File: src/rtl/rm_ihpsg13_2p_fifo_ctrl.sv
// rm_ihpsg13_2p_fifo_ctrl: single-clock first-word-fall-through FIFO controller
// for one RM_IHPSG13_2P_* two-port SRAM macro. Port A pushes, port B pops.
// A 2-entry output buffer hides the macro's 1-cycle read latency.
// Optional synchronous FLUSH input: define RM_IHPSG13_FIFO_FLUSH_EN.
`timescale 1ns/1ps

module rm_ihpsg13_2p_fifo_ctrl #(
  parameter int unsigned DATA_W = 32,
  parameter int unsigned ADDR_W = 6,
  parameter int unsigned DEPTH  = 64,
  parameter int unsigned LVL_W  = 7
) (
  input  logic              CLK,
  input  logic              RST,
`ifdef RM_IHPSG13_FIFO_FLUSH_EN
  input  logic              FLUSH,
`endif
  input  logic              WR_VALID,
  output logic              WR_READY,
  input  logic [DATA_W-1:0] WR_DATA,
  output logic              RD_VALID,
  input  logic              RD_READY,
  output logic [DATA_W-1:0] RD_DATA,
  output logic [LVL_W-1:0]  LEVEL,
  output logic              A_MEN,
  output logic              A_WEN,
  output logic              A_REN,
  output logic [ADDR_W-1:0] A_ADDR,
  output logic [DATA_W-1:0] A_DIN,
  output logic              A_DLY,
  output logic              B_MEN,
  output logic              B_WEN,
  output logic              B_REN,
  output logic [ADDR_W-1:0] B_ADDR,
  output logic              B_DLY,
  input  logic [DATA_W-1:0] B_DOUT
);

  localparam int unsigned CNT_W = ADDR_W + 1;

  typedef enum logic {
    ST_INIT = 1'b0,
    ST_RUN  = 1'b1
  } state_t;

  state_t              state_q, state_d;
  logic                run;
  logic                flush_run;

  logic [ADDR_W-1:0]   wptr_q, rptr_q;
  logic [CNT_W-1:0]    mem_cnt_q, mem_cnt_d;
  logic                inflight_q;
  logic [1:0]          ob_cnt_q, ob_cnt_d;
  logic [DATA_W-1:0]   ob0_q, ob1_q, ob0_d, ob1_d;

  logic                wr_ready;
  logic                rd_valid;
  logic                push;
  logic                pop;
  logic                issue;
  logic                capture;
  logic [2:0]          occ;

`ifdef RM_IHPSG13_FIFO_FLUSH_EN
  assign flush_run = FLUSH && (state_q == ST_RUN);
`else
  assign flush_run = 1'b0;
`endif

  // Next state: leave INIT on the first edge after reset, then stay in RUN
  always_comb begin
    state_d = state_q;
    run     = 1'b0;
    case (state_q)
      ST_INIT: state_d = ST_RUN;
      ST_RUN: begin
        state_d = ST_RUN;
        run     = !flush_run;
      end
      default: state_d = ST_INIT;
    endcase
  end

  // Handshakes, read issue and output-buffer next state
  always_comb begin
    wr_ready  = run && (mem_cnt_q < CNT_W'(DEPTH));
    push      = WR_VALID && wr_ready;
    rd_valid  = !flush_run && (ob_cnt_q != 2'd0);
    pop       = rd_valid && RD_READY;
    // Words that will occupy the buffer once the pending return lands
    occ       = {1'b0, ob_cnt_q} + {2'b00, inflight_q} - {2'b00, pop};
    issue     = run && (mem_cnt_q != '0) && (occ < 3'd2);
    capture   = inflight_q && !flush_run;
    mem_cnt_d = mem_cnt_q + CNT_W'(push) - CNT_W'(issue);

    ob0_d    = ob0_q;
    ob1_d    = ob1_q;
    ob_cnt_d = ob_cnt_q;
    if (pop) begin
      ob0_d    = ob1_q;
      ob_cnt_d = ob_cnt_q - 2'd1;
    end
    if (capture) begin
      if (ob_cnt_d == 2'd0) begin
        ob0_d = B_DOUT;
      end else begin
        ob1_d = B_DOUT;
      end
      ob_cnt_d = ob_cnt_d + 2'd1;
    end
  end

  // State register
  always_ff @(posedge CLK or posedge RST) begin
    if (RST) begin
      state_q <= ST_INIT;
    end else begin
      state_q <= state_d;
    end
  end

  // Pointers, occupancy counters and output buffer storage
  always_ff @(posedge CLK or posedge RST) begin
    if (RST) begin
      wptr_q     <= '0;
      rptr_q     <= '0;
      mem_cnt_q  <= '0;
      inflight_q <= 1'b0;
      ob_cnt_q   <= 2'd0;
      ob0_q      <= '0;
      ob1_q      <= '0;
    end else if (flush_run) begin
      wptr_q     <= '0;
      rptr_q     <= '0;
      mem_cnt_q  <= '0;
      inflight_q <= 1'b0;
      ob_cnt_q   <= 2'd0;
    end else begin
      if (push) begin
        wptr_q <= wptr_q + ADDR_W'(1);
      end
      if (issue) begin
        rptr_q <= rptr_q + ADDR_W'(1);
      end
      mem_cnt_q  <= mem_cnt_d;
      inflight_q <= issue;
      ob_cnt_q   <= ob_cnt_d;
      ob0_q      <= ob0_d;
      ob1_q      <= ob1_d;
    end
  end

  assign WR_READY = wr_ready;
  assign RD_VALID = rd_valid;
  assign RD_DATA  = ob0_q;
  assign LEVEL    = LVL_W'(mem_cnt_q) + LVL_W'(inflight_q) + LVL_W'(ob_cnt_q);

  assign A_MEN    = push;
  assign A_WEN    = push;
  assign A_REN    = 1'b0;
  assign A_ADDR   = wptr_q;
  assign A_DIN    = WR_DATA;
  assign A_DLY    = 1'b1;

  assign B_MEN    = issue;
  assign B_WEN    = 1'b0;
  assign B_REN    = issue;
  assign B_ADDR   = rptr_q;
  assign B_DLY    = 1'b1;

endmodule

File: config.mk
export PLATFORM = sky130hd
export DESIGN_NAME = rm_ihpsg13_2p_fifo_ctrl
export DESIGN_NICKNAME = d
export VERILOG_FILES = /design/src/rtl/rm_ihpsg13_2p_fifo_ctrl.sv
export SDC_FILE = /design/constraint.sdc
export NUM_CORES = 1
export LEC_CHECK = 0
export CORE_ASPECT_RATIO = 0.7
export CORE_MARGIN = 5
export CORE_UTILIZATION = 45
export DETAILED_ROUTE_END_ITERATION = 6
export DONT_BUFFER_PORTS = 1
export HOLD_SLACK_MARGIN = 0.05
export PLACE_DENSITY_LB_ADDON = 0.05
export SYNTH_ARGS = -nofsm -noshare
export SYNTH_HDL_FRONTEND = slang
export SYNTH_SLANG_ARGS = --single-unit
File: constraint.sdc
create_clock -name CLK -period 5.6 [get_ports CLK]
set_clock_uncertainty 0.1 [all_clocks]
set_input_delay 0.56 -clock CLK [delete_from_list [all_inputs] [get_ports CLK]]
set_output_delay 0.56 -clock CLK [all_outputs]
set_load 0.005 [all_outputs]
# Word-level counts from Yosys, hierarchy flattened
# Index checks and enable logic that the tools add are counted.
totals:
  word_cells: 36
  out_inout_bits: 93
  inputBits: 68
  regBits: 87
classes:
  mux: 6
  n_lt_le_gt_ge: 2
  reduce_logical: 9
  add_sub_neg: 10
  n_bitwise: 1
ops:
  columns: ["op", "n"]
  rows:
  - ["two-way mux 32 bit", 3]
  - ["adder 7 x 1 -> 7 bit", 2]
  - ["adder 6 x 1 -> 6 bit, second input constant", 2]
  - ["adder 7 x 2 -> 7 bit", 1]
  - ["< comparator 7 bit, second input constant", 1]
  - ["nonzero test 7 bit", 1]
  - ["subtractor 7 x 1 -> 7 bit", 1]
  - ["logical AND 1 bit", 5]
  - ["two-way mux 2 bit", 2]
  - ["adder 2 x 1 -> 3 bit", 1]
  - ["< comparator 3 x 2 -> 1 bit, second input constant", 1]
  - ["subtractor 3 x 1 -> 3 bit", 1]
  - ["adder 2 x 1 -> 2 bit, second input constant", 1]
  - ["zero test 2 bit", 1]
  - ["AND reduction 2 bit", 1]
  - ["nonzero test 2 bit", 1]
  - ["subtractor 2 x 1 -> 2 bit, second input constant", 1]
  - ["two-way mux 1 bit", 1]
  - ["inverter 1 bit", 1]

# Depth between registers and ports, before layout
# Gate-level depths: netlist of the first run.
depth:
  ltp_word: 6
  ltp_mapped: 20
  depth_no_buf: 18

# Worst setup path before layout of the first run
# Ideal clock, no wire load.
synth_timing:
  kind: "register -> register"
  from: "register ob_cnt_q[1]"
  to: "register mem_cnt_q[6]"
  stages_incl_launch_ff: 21
  synth_period_minus_slack_ns: 4.188
  slack_ns: 1.412
  n_path_buf: 2
  arrival_time_ns: 4.000
  setup_time_ns: 0.088
  path_cell_list: "dfrtp_1 inv_1 ha_1 nand2b_1 buf_2 buf_4 inv_1 ha_1 nand2b_1 fa_1 nand2_1 a211oi_4 ha_1 inv_1 ha_1 inv_1 fa_1 nor2b_1 o221ai_1 nand3_1 nor3b_1"
synth_via:
  elab_chain_len: 6
synth_rtl:
  columns: ["item", "line", "source"]
  rows:
  - ["start: declaration", "53", "logic [1:0] ob_cnt_q, ob_cnt_d;"]
  - ["start signal: assignment", "147", "ob_cnt_q <= ob_cnt_d;"]
  - ["branches (longest 2 deep; another with adder 2 x 1 -> 3 bit)", null, null]
  - ["subtractor 3 x 1 -> 3 bit *", "91", "occ = {1'b0, ob_cnt_q} + {2'b00, inflight_q} - {2'b00, pop};"]
  - ["< comparator 3 x 2 -> 1 bit *", "92", "issue = run && (mem_cnt_q != '0) && (occ < 3'd2);"]
  - ["logical AND 1 bit *", "92", null]
  - ["via B_MEN", "31", "output logic B_MEN,"]
  - ["subtractor 7 x 1 -> 7 bit *", "94", "mem_cnt_d = mem_cnt_q + CNT_W'(push) - CNT_W'(issue);"]
  - ["via mem_cnt_d[6]", "51", "logic [CNT_W-1:0] mem_cnt_q, mem_cnt_d;"]
  - ["end signal: assignment", "145", "mem_cnt_q <= mem_cnt_d;"]
  - ["end: declaration", "51", null]
# Mark *: on every way through the listed nets, which the timed path passes.
# A chain may end at the register's enable or synchronous reset.

# Worst setup path after layout of the first run
# Same ends and word-level chain as after synthesis.

==> results_dict.tcl, run 1 <==
set metrics [dict create \
    worstPathMaxFanout 10 \
    crit_type "flop to flop" \
    reg2reg_to "mem_cnt_q[6]" \
    via_per_inst 5.14 \
    drv_cap 0 \
    startpoint_type "flop" \
    p_leak_nw 2.05 \
    core-area_um2 9610 \
    drc 0 \
    grt_pass1_vias 2498 \
    min_path_type "primary input to async pin" \
    setup_viol 0 \
    avgSynthCellArea_um2 11.5 \
    grt_pass1_wl_um 13600 \
    grt_util_met2_pct 19.2 \
    top_usage_layer "met1" \
    diodes 0 \
    antenna_found_initial 0 \
    rsz0062_at_grt "false" \
    final_max_slew_viol_count 0 \
    insertion_delay_ns 0.33 \
    vias 2458 \
    cts_resized 0 \
    rows 30 \
    grt_max_degree 65 \
    r2r_slack_ns 1.51 \
    clkTransAtPathRegs_ns 0.06 \
    fin_setup_tns_ns 0 \
    detail_route.iter0.violations 121 \
    cts_buffers 9 \
    cts.sinks 87 \
    initial_core_util_pct 45.8 \
    critPathRequiredTime_ns 5.75 \
    wl_per_cell_um 17.6 \
    grt_overflow_total 0 \
    area.growth.synth_to_final_pct 2.56 \
    slew_headroom_pct 33.0 \
    grt.met1_usage_pct 19.9 \
    drive_gt1_share_pct 15.7 \
    syn_inst 383 \
    critPathArrivalTime_ns 4.24 \
    whs_ns 0.137 \
    tritoncts "yes" \
    ys_types 33 \
    r2r_start "ob_cnt_q[1]" \
    power_w 0.00282 \
    ios 161 \
    die_area_um2 11900 \
    clockRootBuffer "clkbuf_16" \
    fmax_mhz 244 \
    dp_hpwl_um 5850 \
    cts_htree_levels 3 \
    placed_area_um2 4240 \
    synth_warnings 0 \
    drt_first_pass_iters 4 \
    final_antenna_net_count 0 \
    fillCellCount 899 \
    port_buffers 0 \
    nets 437 \
    worst_pin_slew_ns 1.01 \
    clockBufferDepth 2 \
    netlist_area_um2 4400 \
    fin_crit_ns 4.09 \
    endpoint_kind "flop" \
    seq_area_frac_synth_pct 49.5 \
    post_cts_buffers 0 \
    synth_seq_cells 87 \
    min_period_over_period_pct 73.1 \
    final_hold_viol_count 0 \
    vdd_drop_max_mv 0.218 \
    dieWidth_um 128 \
    status "completed" \
    gp_congestion 0.761 \
    powerDensity_nw_per_um2 625 \
    worst_r2r_path_depth 19 \
    die_h_um 92.7 \
    cts_hold_buf 0 \
    finalWirelength_um 8420 \
    track_usage_pct 14.6 \
    design_area_um2 4510 \
    use_met3_pct 8.88 \
]
==> cell usage in the layout (no fill, tap or decap), drive strengths merged, types with 5 or more instances in the layout <==
cell type  count
dfrtp         87
nand2         39
o21ai         36
mux2          34
mux2i         32
inv           19
ha            18
xnor2         17
clkbuf        10
xor2           5
nand4          5
conb           5
==> Yosys cell counts <==
| master | number | share of area (%) |
|---|---|---|
| dfrtp_1 | 87 | 49 |
| buf_4 | 44 | 7.5 |
| nand2_1 | 39 | 3.3 |
| o21ai_0 | 36 | 4.1 |
| mux2_2 | 32 | 8.2 |
| mux2i_1 | 32 | 7.3 |
| inv_1 | 20 | 1.7 |
| ha_1 | 18 | 5.1 |
| xnor2_1 | 17 | 3.4 |
| clkbuf_1 | 5 | 0.43 |
| nand4_1 | 5 | 0.71 |
| xor2_1 | 5 | 1.0 |
| a21oi_1 | 4 | 0.45 |
| buf_2 | 4 | 0.45 |
| fa_1 | 4 | 1.8 |
| nand2b_1 | 4 | 0.57 |
| nor2b_1 | 4 | 0.57 |
| nor2_1 | 3 | 0.26 |
| and2_1 | 2 | 0.28 |
| and3_1 | 2 | 0.28 |
| conb_1 | 2 | 0.17 |
| mux2_1 | 2 | 0.51 |
| nand3_1 | 2 | 0.23 |
| a211oi_4 | 1 | 0.45 |
| a21boi_0 | 1 | 0.17 |
| a21o_1 | 1 | 0.17 |
| a311o_1 | 1 | 0.23 |
| nor2_2 | 1 | 0.14 |
| nor3b_1 | 1 | 0.17 |
| nor4b_2 | 1 | 0.34 |
| o211ai_1 | 1 | 0.17 |
| o221ai_1 | 1 | 0.20 |
| or2_2 | 1 | 0.14 |
==> worst max-delay path: stages (launching register included) <==
cell and delay, ns:
dfrtp_1 0.48, inv_1 0.07, ha_1 0.19, nand2b_2 0.18, inv_1 0.06, ha_1 0.21
nand2b_1 0.15, fa_1 0.49, nand2_1 0.09, a211oi_4 0.21, buf_4 0.23, ha_1 0.25
inv_1 0.05, ha_1 0.15, inv_1 0.06, fa_1 0.41, nor2b_1 0.17, o221ai_1 0.18
nand3_1 0.11, nor3b_1 0.17
==> final cells by class <==
class                      count  area [um^2]  share of cell area [%]
clock inverter                 4         48.8                    1.08
tap                          128          160                    3.55
sequential                    87         2180                    48.2
clock buffer                  10          229                    5.07
timing repair buffer           3         22.5                   0.499
multi-input combinational    226         1800                    39.9
inverter                      20         76.3                    1.69
==> sequential cells by signal, indices dropped and copies added, names as in the netlist <==
name,cells
ob1_q,32
capture,1
ob_cnt_q,2
state_q,1
RD_DATA,32
A_ADDR,6
mem_cnt_q,7
B_ADDR,6
==> per-stage QoR <==
step                      cells  worst slack, ns  utilization (%)
after floorplan             386             1.41                -
after global placement      464             1.59             44.1
after detailed placement    464             1.47             44.1
after CTS                   478             1.46             47.0
after global routing        478             1.17             47.0
final                       478             1.51             47.0
==> routing by layer <==
metal | part of all wire (%) | routed length (um) | vias to the layer above
met5 | 0 | 0 | -
met4 | 1.7 | 146 | 0
met3 | 13 | 1080 | 29
met2 | 40 | 3360 | 82
met1 | 46 | 3830 | 1185
li1 | - | - | 1162
==> where the power goes <==
part	switching, W	total (W)	internal (W)	leakage [nW]
logic	0.000522	0.00104	0.000514	0.862
registers	0.000265	0.00121	0.000948	1.05
clock network	0.000233	0.000573	0.000340	0.138
total	0.00102	0.00282	0.00180	2.05
==> how the worst max path moves through the flow <==
| stage | start | end | slack (ns) | depth (start not counted) |
|---|---|---|---|---|
| detailed placement | ob_cnt_q[1] | mem_cnt_q[6] | 1.47 | 19 |
| CTS | ob_cnt_q[1] | mem_cnt_q[6] | 1.46 | 19 |
| global placement | ob_cnt_q[1] | mem_cnt_q[6] | 1.59 | 19 |
| finish | ob_cnt_q[1] | mem_cnt_q[6] | 1.51 | 19 |
| floorplan | ob_cnt_q[1] | mem_cnt_q[6] | 1.41 | 20 |
| global route | ob_cnt_q[1] | mem_cnt_q[6] | 1.17 | 19 |
==> cell families (layout without fill, tap and decap cells) <==
group                    after synthesis  count (layout)  synth area share [%]
AO/OA/AOI/OAI                         46              46                  5.94
XOR/XNOR                              22              22                  4.38
adder cells (fa/ha/maj)               22              22                  6.94
buffers and inverters                 73              37                  10.1
flip-flops                            87              87                  49.5
multiplexers                          66              66                  16.0
other                                  2               5                 0.171
AND/OR/NAND/NOR                       65              65                  7.02
Power figures use the tool's default switching activity.
==> inputs of run 2 (changes only) <==
==> constraint.sdc (replaced) <==
create_clock -name CLK -period 3.5 [get_ports CLK]
set_clock_uncertainty 0.1 [all_clocks]
set_input_delay 0.35 -clock CLK [delete_from_list [all_inputs] [get_ports CLK]]
set_output_delay 0.35 -clock CLK [all_outputs]
set_load 0.005 [all_outputs]
==> results_dict.tcl, run 2 (synthesized netlist as in run 1, its figures left out) <==
set metrics [dict create \
    detail_route.iter0.violations 91 \
    critPathArrivalTime_ns 3.60 \
    critPathRequiredTime_ns 3.65 \
    finalWirelength_um 8860 \
    dp_hpwl_um 5890 \
    regArea_um2 2180 \
    nets 486 \
    worst-path-stages 18 \
    endpoint "mem_cnt_q[6]" \
    r2r_start "ob_cnt_q[1]" \
    cts.sinks 87 \
    fillCellCount 855 \
    design_area_um2 5090 \
    die_h_um 92.7 \
    final_cell_mix "86 x dfrtp_1, 38 x nand2_1, 36 x o21ai_0" \
    cp_top_family "adder cells" \
    slew_headroom_pct 32.6 \
    vdd_drop_max_mv 0.444 \
    final_common_cell "dfrtp_1" \
    sequentialPowerShare_pct 40.3 \
    fin_crit_ns 3.45 \
    cp_slowest_cell "fa_2" \
    r2r_slack_ns 0.05 \
    port_buffers 0 \
    drive_gt1_share_pct 21.8 \
    power_frac_comb_pct 40.3 \
    track_usage_pct 15.5 \
    drc 0 \
    dieWidth_um 128 \
    gp_congestion 0.762 \
    cp.buffers_inverters 4 \
    setup_ws_ns 0.0517 \
    initial_core_util_pct 45.8 \
    clockRootBuffer "clkbuf_16" \
    cts_htree_levels 3 \
    final_antenna_net_count 0 \
    rsz0062_at_grt "true" \
    final_cells 527 \
    drv_cap 0 \
    pre_cts_slack_ns -0.0383 \
    rows 30 \
    worstPathMaxFanout 3 \
    grt_max_degree 61 \
    p_leak_nw 2.28 \
    insertion_delay_ns 0.33 \
    endpoint_kind "flop" \
    wl_per_cell_um 16.8 \
    startpoint_type "flop" \
    placed_area_um2 4380 \
    vias 2698 \
    min_path_type "primary input to flop" \
    final_hold_viol_count 0 \
    worstPathCellList "inv_2 > ha_4 > nand2b_4 > inv_4 > ha_4 > nand2b_4 > fa_2 > nand2_2 > a211oi_4 > ha_1 > inv_1 > ha_2 > inv_2 > fa_2 > nor2b_4 > o221ai_4 > nand3_1 > nor3b_2" \
    swShare_pct 35.7 \
    area.growth.synth_to_final_pct 15.6 \
    reg2reg_to "mem_cnt_q[6]" \
    fmax_mhz 290 \
    setup_viol 0 \
    grt_pass1_vias 2721 \
    grt_overflow_total 0 \
    multi_input_area_um2 1890 \
    powerDensity_nw_per_um2 948 \
    final_max_slew_viol_count 0 \
    cts_buffers 9 \
    min_period_over_period_pct 98.5 \
    ios 161 \
    cp-startpoint "ob_cnt_q[1]" \
    worst_r2r_path_depth 18 \
    p_switching_w 0.00172 \
    core-area_um2 9610 \
    die_area_um2 11900 \
    via_per_inst 5.12 \
    antenna_found_initial 0 \
    drt_first_pass_iters 4 \
    grt_pass1_wl_um 14400 \
    clockBufferDepth 2 \
    clkTransAtPathRegs_ns 0.06 \
    status "completed" \
    p_int_w 0.00310 \
    worst_pin_slew_ns 1.01 \
    clockPowerShare_pct 19.4 \
    diodes 0 \
    dp.cells 473 \
    slowest_delay_ns 0.53 \
    crit_type "flop to flop" \
    tritoncts "yes" \
]
run 2: metal layers:
layer | up-vias | share of wire [%] | track usage [%] | wire, um
met5 | - | 0 | 0 | 0
met4 | 0 | 1.7 | 5.04 | 149
met3 | 37 | 9.4 | 7.67 | 832
met2 | 79 | 43 | 21.5 | 3780
met1 | 1316 | 46 | 20.9 | 4100
li1 | 1266 | - | - | -
run 2: per-stage QoR:
stage	TNS (ns)	hold WS (ns)	util, %	total power (W)
after global placement	0	0.366	45.6	0.00374
after CTS	0	0.0502	52.0	0.00481
final	0	0.0658	52.9	0.00482
after floorplan	-1.54	0.357	-	0.00337
after global routing	-0.232	0.0540	52.9	0.00526
after detailed placement	-0.0383	0.374	45.6	0.00379
run 2: power by group through the flow:
stage | registers [W] | clock network (W) | logic, W
after floorplan | 0.00184 | 0 | 0.00153
after global routing | 0.00203 | 0.00101 | 0.00222
after detailed placement | 0.00197 | 0 | 0.00182
after CTS | 0.00196 | 0.000969 | 0.00189
final | 0.00194 | 0.000936 | 0.00195
after global placement | 0.00197 | 0 | 0.00178
run 2: repair_timing:
action,in CTS,in global routing
hold buffers,31,4
resized for setup,2,3
setup buffers,1,4
setup endpoints to repair,1,3
pin swaps,4,1
hold endpoints to repair,77,4
run 2: how the worst min path moves through the flow:
stage / to / startpoint / depth (start not counted) / slack (ns)
global route: ob1_q[13] / B_DOUT[13] / 1 / 0.05
finish: RD_DATA[19] / B_DOUT[19] / 2 / 0.07
floorplan: ob1_q[23] / ob1_q[23] / 1 / 0.36
detailed placement: RD_DATA[12] / B_DOUT[12] / 2 / 0.37
global placement: ob1_q[24] / ob1_q[24] / 1 / 0.37
CTS: ob1_q[27] / B_DOUT[27] / 1 / 0.05
run 2: final cells by class:
type / count / share of cell area (%)
clock buffer: 11 / 4.77
clock inverter: 3 / 0.885
inverter: 20 / 1.55
multi-input combinational: 226 / 37.2
sequential: 87 / 42.8
tap: 128 / 3.15
timing repair buffer: 52 / 9.64
run 2: worst register-to-register path, stage by stage, from the launching register on:
cell and delay, ns:
dfrtp_2 0.40, inv_2 0.07, ha_4 0.13, nand2b_4 0.12
inv_4 0.03, ha_4 0.20, nand2b_4 0.14, fa_2 0.53
nand2_2 0.06, a211oi_4 0.17, ha_1 0.26, inv_1 0.06
ha_2 0.17, inv_2 0.04, fa_2 0.37, nor2b_4 0.15
o221ai_4 0.13, nand3_1 0.09, nor3b_2 0.15
